$ cat src/rtl/lap_buffer.sv
// -----------------------------------------------------------------------------
// lap_buffer
// Stopwatch lap memory. It records live time snapshots on lap-button edges
// into a DEPTH-slot ring. A recall button lets the user browse the stored laps,
// newest first, and then returns to the live time.
//
// Ports
//   clk_100Hz            100 Hz timing clock (the same clock as the stopwatch counter)
//   rst_n                asynchronous active-low reset
//   lap/recall/clear     debounced button levels; only rising edges act
//   running              stopwatch is counting; lap records are taken only then
//   *_in                 live time, four bytes, stored verbatim
//   *_out                time sent to the display (live, or the selected lap)
//   browsing             a stored lap is being shown
//   lap_idx              ordinal of the shown lap, 0 = oldest retained
//   lap_count            number of valid slots, 0..DEPTH
//   full                 lap_count == DEPTH
//
// Configuration macro
//   LAP_OVERWRITE_EN     defined:   a lap while full overwrites the oldest slot
//                        undefined: a lap while full is dropped
// -----------------------------------------------------------------------------
module lap_buffer #(
    parameter int DEPTH = 8
) (
    input  logic       clk_100Hz,
    input  logic       rst_n,
    input  logic       lap,
    input  logic       recall,
    input  logic       clear,
    input  logic       running,
    input  logic [7:0] hours_in,
    input  logic [7:0] minutes_in,
    input  logic [7:0] seconds_in,
    input  logic [7:0] centisec_in,
    output logic [7:0] hours_out,
    output logic [7:0] minutes_out,
    output logic [7:0] seconds_out,
    output logic [7:0] centisec_out,
    output logic       browsing,
    output logic [3:0] lap_idx,
    output logic [4:0] lap_count,
    output logic       full
);

    localparam int AW = (DEPTH > 1) ? $clog2(DEPTH) : 1;

    typedef enum logic {ST_LIVE, ST_BROWSE} state_t;

    state_t          r_state, w_state_nxt;
    logic            r_lap_prev, r_rec_prev, r_clr_prev;
    logic            w_lap_edge, w_rec_edge, w_clr_edge;
    logic [AW-1:0]   r_wr_ptr, w_wr_ptr_nxt;
    logic [AW-1:0]   r_rd_ptr, w_rd_ptr_nxt;
    logic [AW-1:0]   w_oldest;
    logic [4:0]      r_count, w_count_nxt;
    logic [3:0]      r_idx, w_idx_nxt;
    logic            w_full;
    logic            w_we;
    logic [31:0]     w_live;
    logic [31:0]     r_out;
    logic [31:0]     r_mem [DEPTH];

    assign w_live     = {hours_in, minutes_in, seconds_in, centisec_in};
    assign w_lap_edge = lap    & ~r_lap_prev;
    assign w_rec_edge = recall & ~r_rec_prev;
    assign w_clr_edge = clear  & ~r_clr_prev;
    assign w_full     = (r_count == 5'(DEPTH));
    // When full, the low bits of lap_count wrap to 0. Then oldest == wr_ptr,
    // which is the correct oldest slot.
    assign w_oldest   = r_wr_ptr - r_count[AW-1:0];

    // The prev registers reset to 1. A button held through reset release
    // therefore looks like "already high" and produces no edge.
    always_ff @(posedge clk_100Hz or negedge rst_n) begin
        if (!rst_n) begin
            r_lap_prev <= 1'b1;
            r_rec_prev <= 1'b1;
            r_clr_prev <= 1'b1;
        end else begin
            r_lap_prev <= lap;
            r_rec_prev <= recall;
            r_clr_prev <= clear;
        end
    end

    always_ff @(posedge clk_100Hz or negedge rst_n) begin
        if (!rst_n) begin
            r_state  <= ST_LIVE;
            r_wr_ptr <= '0;
            r_rd_ptr <= '0;
            r_count  <= '0;
            r_idx    <= '0;
        end else begin
            r_state  <= w_state_nxt;
            r_wr_ptr <= w_wr_ptr_nxt;
            r_rd_ptr <= w_rd_ptr_nxt;
            r_count  <= w_count_nxt;
            r_idx    <= w_idx_nxt;
        end
    end

    // Priority: clear, then lap, then recall.
    always_comb begin
        w_state_nxt  = r_state;
        w_wr_ptr_nxt = r_wr_ptr;
        w_count_nxt  = r_count;
        w_idx_nxt    = r_idx;
        w_we         = 1'b0;
        if (w_clr_edge) begin
            w_state_nxt  = ST_LIVE;
            w_wr_ptr_nxt = '0;
            w_count_nxt  = '0;
            w_idx_nxt    = '0;
        end else begin
            case (r_state)
                ST_LIVE: begin
                    if (w_lap_edge && running) begin
                        if (!w_full) begin
                            w_we         = 1'b1;
                            w_wr_ptr_nxt = r_wr_ptr + AW'(1);
                            w_count_nxt  = r_count + 5'd1;
                        end
`ifdef LAP_OVERWRITE_EN
                        else begin
                            w_we         = 1'b1;
                            w_wr_ptr_nxt = r_wr_ptr + AW'(1);
                        end
`endif
                    end else if (w_rec_edge && r_count != 5'd0) begin
                        w_state_nxt = ST_BROWSE;
                        w_idx_nxt   = 4'(r_count - 5'd1);
                    end
                end
                ST_BROWSE: begin
                    if (w_lap_edge) begin
                        w_state_nxt = ST_LIVE;
                        w_idx_nxt   = '0;
                    end else if (w_rec_edge) begin
                        if (r_idx == 4'd0) begin
                            w_state_nxt = ST_LIVE;
                        end else begin
                            w_idx_nxt = r_idx - 4'd1;
                        end
                    end
                end
                default: begin
                    w_state_nxt = ST_LIVE;
                    w_idx_nxt   = '0;
                end
            endcase
        end
        // wr_ptr and lap_count do not change while browsing, so oldest_ptr
        // taken from the current registers is valid for the next slot.
        w_rd_ptr_nxt = (w_state_nxt == ST_BROWSE) ? (w_oldest + w_idx_nxt[AW-1:0]) : '0;
    end

    // Slot storage has no reset, because clear does not need to erase it.
    // Writes are qualified by edges, and edges cannot fire while reset holds
    // the prev registers at 1.
    always_ff @(posedge clk_100Hz) begin
        if (w_we) begin
            r_mem[r_wr_ptr] <= w_live;
        end
    end

    // The output register loads the slot selected for the next state. A
    // recalled lap therefore appears together with browsing=1.
    always_ff @(posedge clk_100Hz or negedge rst_n) begin
        if (!rst_n) begin
            r_out <= '0;
        end else if (w_state_nxt == ST_BROWSE) begin
            r_out <= r_mem[w_rd_ptr_nxt];
        end else begin
            r_out <= w_live;
        end
    end

    assign hours_out    = r_out[31:24];
    assign minutes_out  = r_out[23:16];
    assign seconds_out  = r_out[15:8];
    assign centisec_out = r_out[7:0];
    assign browsing     = (r_state == ST_BROWSE);
    assign lap_idx      = r_idx;
    assign lap_count    = r_count;
    assign full         = w_full;

endmodule

$ cat config.mk
export PLATFORM = sky130hd
export DESIGN_NAME = lap_buffer
export DESIGN_NICKNAME = d
export VERILOG_FILES = /design/src/rtl/lap_buffer.sv
export SDC_FILE = /design/constraint.sdc
export NUM_CORES = 1
export LEC_CHECK = 0
export BUFFER_PORTS_ARGS = -buffer_cell sky130_fd_sc_hd__buf_2
export CAP_MARGIN = 5
export CORE_MARGIN = 2
export CORE_UTILIZATION = 60
export DETAILED_ROUTE_END_ITERATION = 12
export PLACE_DENSITY = 0.89
export SETUP_SLACK_MARGIN = 0.15
export SKIP_LAST_GASP = 1
export SLEW_MARGIN = 40
export SYNTH_ARGS = -nofsm -noshare
export SYNTH_HDL_FRONTEND = slang
export SYNTH_SLANG_ARGS = --single-unit
$ cat constraint.sdc
create_clock -name clk_100Hz -period 4.9 [get_ports clk_100Hz]
set_input_delay 0 -clock clk_100Hz [delete_from_list [all_inputs] [get_ports clk_100Hz]]
set_output_delay 0 -clock clk_100Hz [all_outputs]
set_load 0.005 [all_outputs]
==> run metrics, run 1 <==
status complete, no violations; Worst slew margin 48.3%; final core occ 72.5%; top cells by area, synth edfxtp_1 (64%), mux4_2 (12%), dfrtp_1 (9.4%); synthesized flop and latch total 304; largest net degree at the start of global routing 52; Post-DRT Antenna Nets 0; maximum vdd drop 0.000393 V; area leader, netlist edfxtp_1; critical path arrival 4.98 ns; via/cell ratio 6.28; delay-heaviest family, CP adder cells; Yosys cell types 44; syn avg cell area 18.8 um^2; Slew @ Worst Pin 0.771 ns; CTS tree built; CP endpoint kind flip-flop; Post-synth top cells edfxtp_1 (256), mux4_2 (63), nor2_1 (52); fin. max-slew vios 0; Final TNS setup 0 ns; Root Buffer clkbuf_16; clk slew on worst S/H paths 0.06 ns; total number of H-tree levels 1; CP max stage delay 0.80 ns; R2R Path Start lap_count[0]; Pleak 4.95 nW; core area 19600 um^2; clock tree sinks 304; Pwr Density 502 nW/um^2; CP Max Fanout 21; Routed WL per cell 24.7 um; vias in the first global route 7108; Netlist Area Pre-Place 12000 um^2; synth warn 0; initial antenna violation count 0; insertion delay to the later sink of the worst-skew pair 0.55 ns; Synth top area share 64.0%; Most used DFF post-synth edfxtp_1; DIE AREA 21200 um^2; CP cell instances inv_1 -> ha_1 -> or4b_4 -> nand3_2 -> nand2_1 -> o21ai_0 -> a21oi_1 -> or2_2 -> fa_1 -> fa_2 -> buf_6 -> mux4_2 -> nor2_1 -> o21ai_0 -> o311a_1; number of flops mapped to enable cells by yosys 256; CTS max path bufs 3; GPL Wtd Cong 0.850; post-synthesis cell count 640; post-synthesis sequential area ratio 74.0%; number of max-cap violations 0; IO buf count 80; Initial Util 61.3%; critical path class reg2reg; CP max stage cell fa_2; hold crit path type in2reg; Fmax achieved 0.220 GHz; final hold violation count 0; crit path launch lap_count[0]; Fill cells 1169; chip width 146 um; I/O Pins 81; skew final 0.0135 ns; placement row count 51; worst slack at placement 0.407 ns; post-route minimum period 4.54 ns; share of layout cells above drive strength 1 29.5%; DP Wirelength 15300 um; drt drc 0; diodes inserted 0; synthesized net count 687; Worst Path Required 5.33 ns; Final Cycle Share 92.7%; GRT Total Usage 25.0%; CTS Buf Count 29; unrepaired setup endpoints after global routing no; Worst Slack Setup Final 0.356 ns; most common cell in the netlist edfxtp_1; die height 146 um; asr flop ratio synth 15.8%; via total after detailed routing 6691; remaining global-route overflow 0; Post-layout nets 826; DR iter-0 viols 740; Crit path buffers/inverters 2; wire length of the first global-routing pass 40200 um; CP dominant cell by count o21ai_0; DRT Pass-1 Iters 5; Layout Area Growth over Synthesis 18.2%; hold wc startpoint running; final setup fails 0; Post-Route WL 26300 um; crit path launch type flip-flop
[kinds of logic after synthesis]
kind of cell               share of synthesized area (%)
AOI/OAI and AO/OA                                   4.79
xor gates and xnor gates                           0.802
adders and majority gates                           1.06
buffers and inverters                               1.91
DFF                                                 74.0
muxes                                               12.1
and+or+nand+nor                                     5.30
[stage by stage]
| step | cells | area, um^2 | hold WS [ns] | total power [mW] |
|---|---|---|---|---|
| floorplan | 640 | 12000 | -0.296 | 4.39 |
| global placement | 974 | 12900 | 0.116 | 4.89 |
| detailed placement | 974 | 12900 | 0.120 | 4.96 |
| CTS | 1062 | 14200 | 0.0489 | 7.13 |
| global route | 1065 | 14200 | 0.0844 | 7.37 |
| finish | 1065 | 14200 | 0.0548 | 7.13 |
[layer usage]
metal / GRT usage, % / up-vias / share of wire [%]
li1: - / 2829 / -
met1: 33.0 / 3469 / 38
met2: 43.0 / 320 / 52
met3: 4.20 / 73 / 6.8
met4: 8.77 / 0 / 3.3
met5: 0 / - / 0
[flip-flops by register name, indices dropped and copies added (netlist names)]
signal / count
browsing: 1
lap_count: 5
lap_idx: 4
r_clr_prev: 1
r_lap_prev: 1
r_mem: 256
r_out: 32
r_rec_prev: 1
r_wr_ptr: 3
[worst reg2reg max path, stage by stage (launching register included)]
cell,delay (ns)
dfrtp_1,0.48
inv_1,0.13
ha_1,0.17
or4b_4,0.48
nand3_2,0.11
nand2_1,0.08
o21ai_0,0.16
a21oi_1,0.15
or2_2,0.31
fa_1,0.48
fa_2,0.80
buf_6,0.30
mux4_2,0.34
nor2_1,0.12
o21ai_0,0.16
o311a_1,0.18
[power by group]
| group | internal [mW] | switching (mW) |
|---|---|---|
| Combinational | 0.982 | 1.04 |
| Sequential | 2.89 | 0.0562 |
| Clock | 1.26 | 0.905 |
[area by class of cell]
class                      count  area, um^2  share of cell area [%]
timing repair buffer         147        1050                    7.43
inverter                       9        33.8                   0.238
tap                          265         332                    2.33
clock inverter                 7        87.6                   0.617
multi-input combinational    288        2980                    21.0
clock buffer                  45         826                    5.81
sequential                   304        8890                    62.6
[worst paths after layout]
path,end,slack [ns],depth (start not counted)
worst max register to register,r_out[21],0.36,15
min in group asynchronous,lap_count[2],0.13,3
worst min-delay path,lap_idx[2],0.05,5
max in group asynchronous,r_out[31],4.27,3
worst min register to register,lap_count[4],0.63,2
worst max-delay path,r_out[21],0.36,15
[cell usage in the layout, fill, tap and decap left out, drive strengths merged, types with 2 or more instances in the layout]
master and instances:
nand4 3, o22ai 2, clkinv 4, bufinv 2
xor2 5, nand2b 33, or2 4, o21ai 34
fa 2, nor2b 3, inv 10, nor2 52
nand2 9, or3 2, nand3b 3, edfxtp 256
ha 7, nor3 6, clkbuf 45, mux4 63
dlygate4sd3 36, o211ai 2, a21oi 4, xnor2 6
nand3 3, o311a 30, buf 111, mux2i 4
dfrtp 45, dfstp 3
[repair_timing]
item | in CTS | in global routing
hold endpoints to repair | 341 | 0
resized for setup | 0 | 1
hold buffers | 36 | 0
buffers inserted | 0 | 2
setup endpoints to repair | 0 | 11
(Power assumes the default switching activity.)
==> inputs of run 2 (changes only) <==
--- a/config.mk
+++ b/config.mk
@@ -5,11 +5,11 @@
 export SDC_FILE = /design/constraint.sdc
 export NUM_CORES = 1
 export LEC_CHECK = 0
-export BUFFER_PORTS_ARGS = -buffer_cell sky130_fd_sc_hd__buf_2
 export CAP_MARGIN = 5
 export CORE_MARGIN = 2
-export CORE_UTILIZATION = 60
+export CORE_UTILIZATION = 63
 export DETAILED_ROUTE_END_ITERATION = 12
+export DONT_BUFFER_PORTS = 1
 export PLACE_DENSITY = 0.89
 export SETUP_SLACK_MARGIN = 0.15
 export SKIP_LAST_GASP = 1
==> run metrics, run 2 (synthesis results as in run 1) <==
Routed WL per cell 26.8 um (was 24.7 um); GRT Total Usage 26.0% (was 25.0%); critical path class reg2reg (unchanged); wire length of the first global-routing pass 38800 um (was 40200 um); fin. max-slew vios 0 (unchanged); Worst Path Required 5.32 ns (was 5.33 ns); DP Wirelength 13300 um (was 15300 um); switching part of the total 28.3% (was 28.1%); final core occ 73.4% (was 72.5%); diodes inserted 0 (unchanged); hold crit path type in2async (was in2reg); DIE AREA 20200 um^2 (was 21200 um^2); Logic pwr share 26.4% (was 28.4%); Worst slew margin 45.1% (was 48.3%); post-route cell area 13700 um^2 (was 14200 um^2); number of max-cap violations 0 (unchanged); Slew @ Worst Pin 0.822 ns (was 0.771 ns); skew final 0.0196 ns (was 0.0135 ns); post-route minimum period 4.55 ns (was 4.54 ns); switching power 1.97 mW (was 2.00 mW); CTS tree built (unchanged); postcts setup bufs 0 (unchanged); GPL Wtd Cong 0.837 (was 0.850); initial antenna violation count 0 (unchanged); Clk pwr share 31.0% (was 30.3%); final hold violation count 0 (unchanged); CP endpoint kind flip-flop (unchanged); Initial Util 64.2% (was 61.3%); clk slew on worst S/H paths 0.07 ns (was 0.06 ns); placement row count 50 (was 51); Post-Route WL 25300 um (was 26300 um); Pwr Density 508 nW/um^2 (was 502 nW/um^2); met1 usage 34.4% (was 33.0%); insertion delay to the later sink of the worst-skew pair 0.56 ns (was 0.55 ns); remaining global-route overflow 0 (unchanged); most common cell after layout, fill and taps aside edfxtp_1 (unchanged); unrepaired setup endpoints after global routing no (unchanged); GRT Max-Usage Layer met2 (unchanged); internal power 5.00 mW (was 5.13 mW); Post-layout nets 736 (was 826); sequential power share 42.5% (was 41.3%); Reg with most FFs r_mem (unchanged); vias in the first global route 6526 (was 7108); via/cell ratio 6.60 (was 6.28); commonest cells after routing, fill and taps aside edfxtp_1 (256), mux4_2 (63), nor2_1 (46), dfrtp_1 (45), dlygate4sd3_1 (37) (was edfxtp_1 (256), buf_2 (80), mux4_2 (63), nor2_1 (46), dfrtp_1 (45)); CP max stage delay 0.49 ns (was 0.80 ns); DP Area 12400 um^2 (was 12900 um^2); largest net degree at the start of global routing 67 (was 52); core area 18700 um^2 (was 19600 um^2); maximum vdd drop 0.000386 V (was 0.000393 V); Fmax achieved 0.220 GHz (about the same); DR iter-0 viols 726 (was 740); DRT Pass-1 Iters 5 (unchanged); CTS max path bufs 3 (unchanged); Layout Area Growth over Synthesis 14.2% (was 18.2%); Final Cycle Share 92.8% (was 92.7%); I/O Pins 81 (unchanged); number of flip-flops in the largest register 256 (unchanged); chip width 142 um (was 146 um); CP Max Fanout 25 (was 21); Post-DRT Antenna Nets 0 (unchanged); met3 Track Usage GR 5.15% (was 4.20%); Crit path buffers/inverters 4 (was 2); delay-heaviest family, CP simple AND/OR/NAND/NOR gates (was adder cells); total number of H-tree levels 1 (unchanged); share of layout cells above drive strength 1 20.9% (was 29.5%); drt drc 0 (unchanged); CP max stage cell dfrtp_1 (was fa_2); critical path arrival 4.96 ns (was 4.98 ns); clock tree sinks 304 (unchanged); CP dominant cell by count inv_1 (was o21ai_0); status complete, no violations (unchanged); die height 142 um (was 146 um); hold_ws 0.0162 ns (was 0.0548 ns); final setup fails 0 (unchanged); via total after detailed routing 6246 (was 6691); Root Buffer clkbuf_16 (unchanged); Final TNS setup 0 ns (unchanged); Pleak 4.58 nW (was 4.95 nW); M2 GR Usage 44.8% (was 43.0%); IO buf count 0 (was 80); CP cell instances inv_1 -> ha_1 -> or4b_4 -> nand3_2 -> nand2_1 -> o21ai_0 -> a21oi_1 -> or2_2 -> ha_1 -> inv_1 -> ha_4 -> inv_1 -> fa_2 -> xor2_1 -> xnor2_1 -> and3_4 -> or2_1 -> buf_12 -> o311a_1 (was inv_1 -> ha_1 -> or4b_4 -> nand3_2 -> nand2_1 -> o21ai_0 -> a21oi_1 -> or2_2 -> fa_1 -> fa_2 -> buf_6 -> mux4_2 -> nor2_1 -> o21ai_0 -> o311a_1); CTS Buf Count 29 (unchanged); crit path launch type flip-flop (unchanged)
-- run 2: cell count changes in the layout (fill, tap and decap cells not counted), moves of 2 or more --
| cell | previous run | this run |
|---|---|---|
| clkinv_2 | 3 | 5 |
| buf_16 | 0 | 2 |
| clkbuf_8 | 4 | 2 |
| buf_4 | 25 | 14 |
| buf_2 | 80 | 0 |
| clkinvlp_4 | 0 | 3 |
| clkbuf_1 | 12 | 10 |
-- run 2: power groups by stage --
stage / Clock [mW] / Combinational, mW / Sequential, mW
global placement: 0 / 1.71 / 3.02
detailed placement: 0 / 1.76 / 3.02
global route: 2.28 / 1.97 / 2.98
floorplan: 0 / 1.40 / 2.99
finish: 2.16 / 1.84 / 2.97
CTS: 2.19 / 1.85 / 2.97
-- run 2: worst paths after layout --
check,cells after the start,start,to,slack (ns)
max,19,lap_count[0],r_out[7],0.35
min,2,rst_n,r_out[12],0.02
max reg2reg,19,lap_count[0],r_out[7],0.35
min reg2reg,2,lap_count[4],lap_count[4],0.66
max in group asynchronous,2,rst_n,r_clr_prev,4.61
min in group clk_100Hz,1,clear,r_clr_prev,0.02
-- run 2: final cells by class --
| type | count | area (um^2) |
|---|---|---|
| Multi-Input combinational cell | 288 | 2980 |
| Inverter | 9 | 33.8 |
| Clock inverter | 13 | 129 |
| Clock buffer | 41 | 791 |
| Fill cell | 1018 | 4980 |
| Tap cell | 234 | 293 |
| Sequential cell | 304 | 8890 |
| Timing Repair Buffer | 57 | 606 |
-- run 2: worst register-to-register path: cells and delay by family (launching register included) --
kind / cells / cell delay (ns)
compound gates: 3 / 0.65
xor+xnor: 2 / 0.32
fa+ha+maj: 4 / 0.95
buf+inv: 4 / 0.52
flops: 1 / 0.49
simple gates: 6 / 1.50
-- run 2: layer usage --
metal  vias up  routed length [um]
met5         -                   0
met1      3248                9250
met3        45                2060
met2       309               13400
met4         0                 587
li1       2644                   -
-- run 2: what timing repair did --
action                                  4_1_cts  5_1_grt
hold buffers                                 38        0
endpoints found under the setup margin        0        3
endpoints found under the hold margin       351        0
resized for setup                             0        1
-- run 2: metrics by stage --
stage	setup WS (ns)	instances	total power, mW
3_3_place_gp	0.588	852	4.73
5_1_grt	0.152	946	7.23
2_1_floorplan	0.430	640	4.39
4_1_cts	0.386	946	7.00
6_report	0.354	946	6.97
3_5_place_dp	0.419	854	4.78
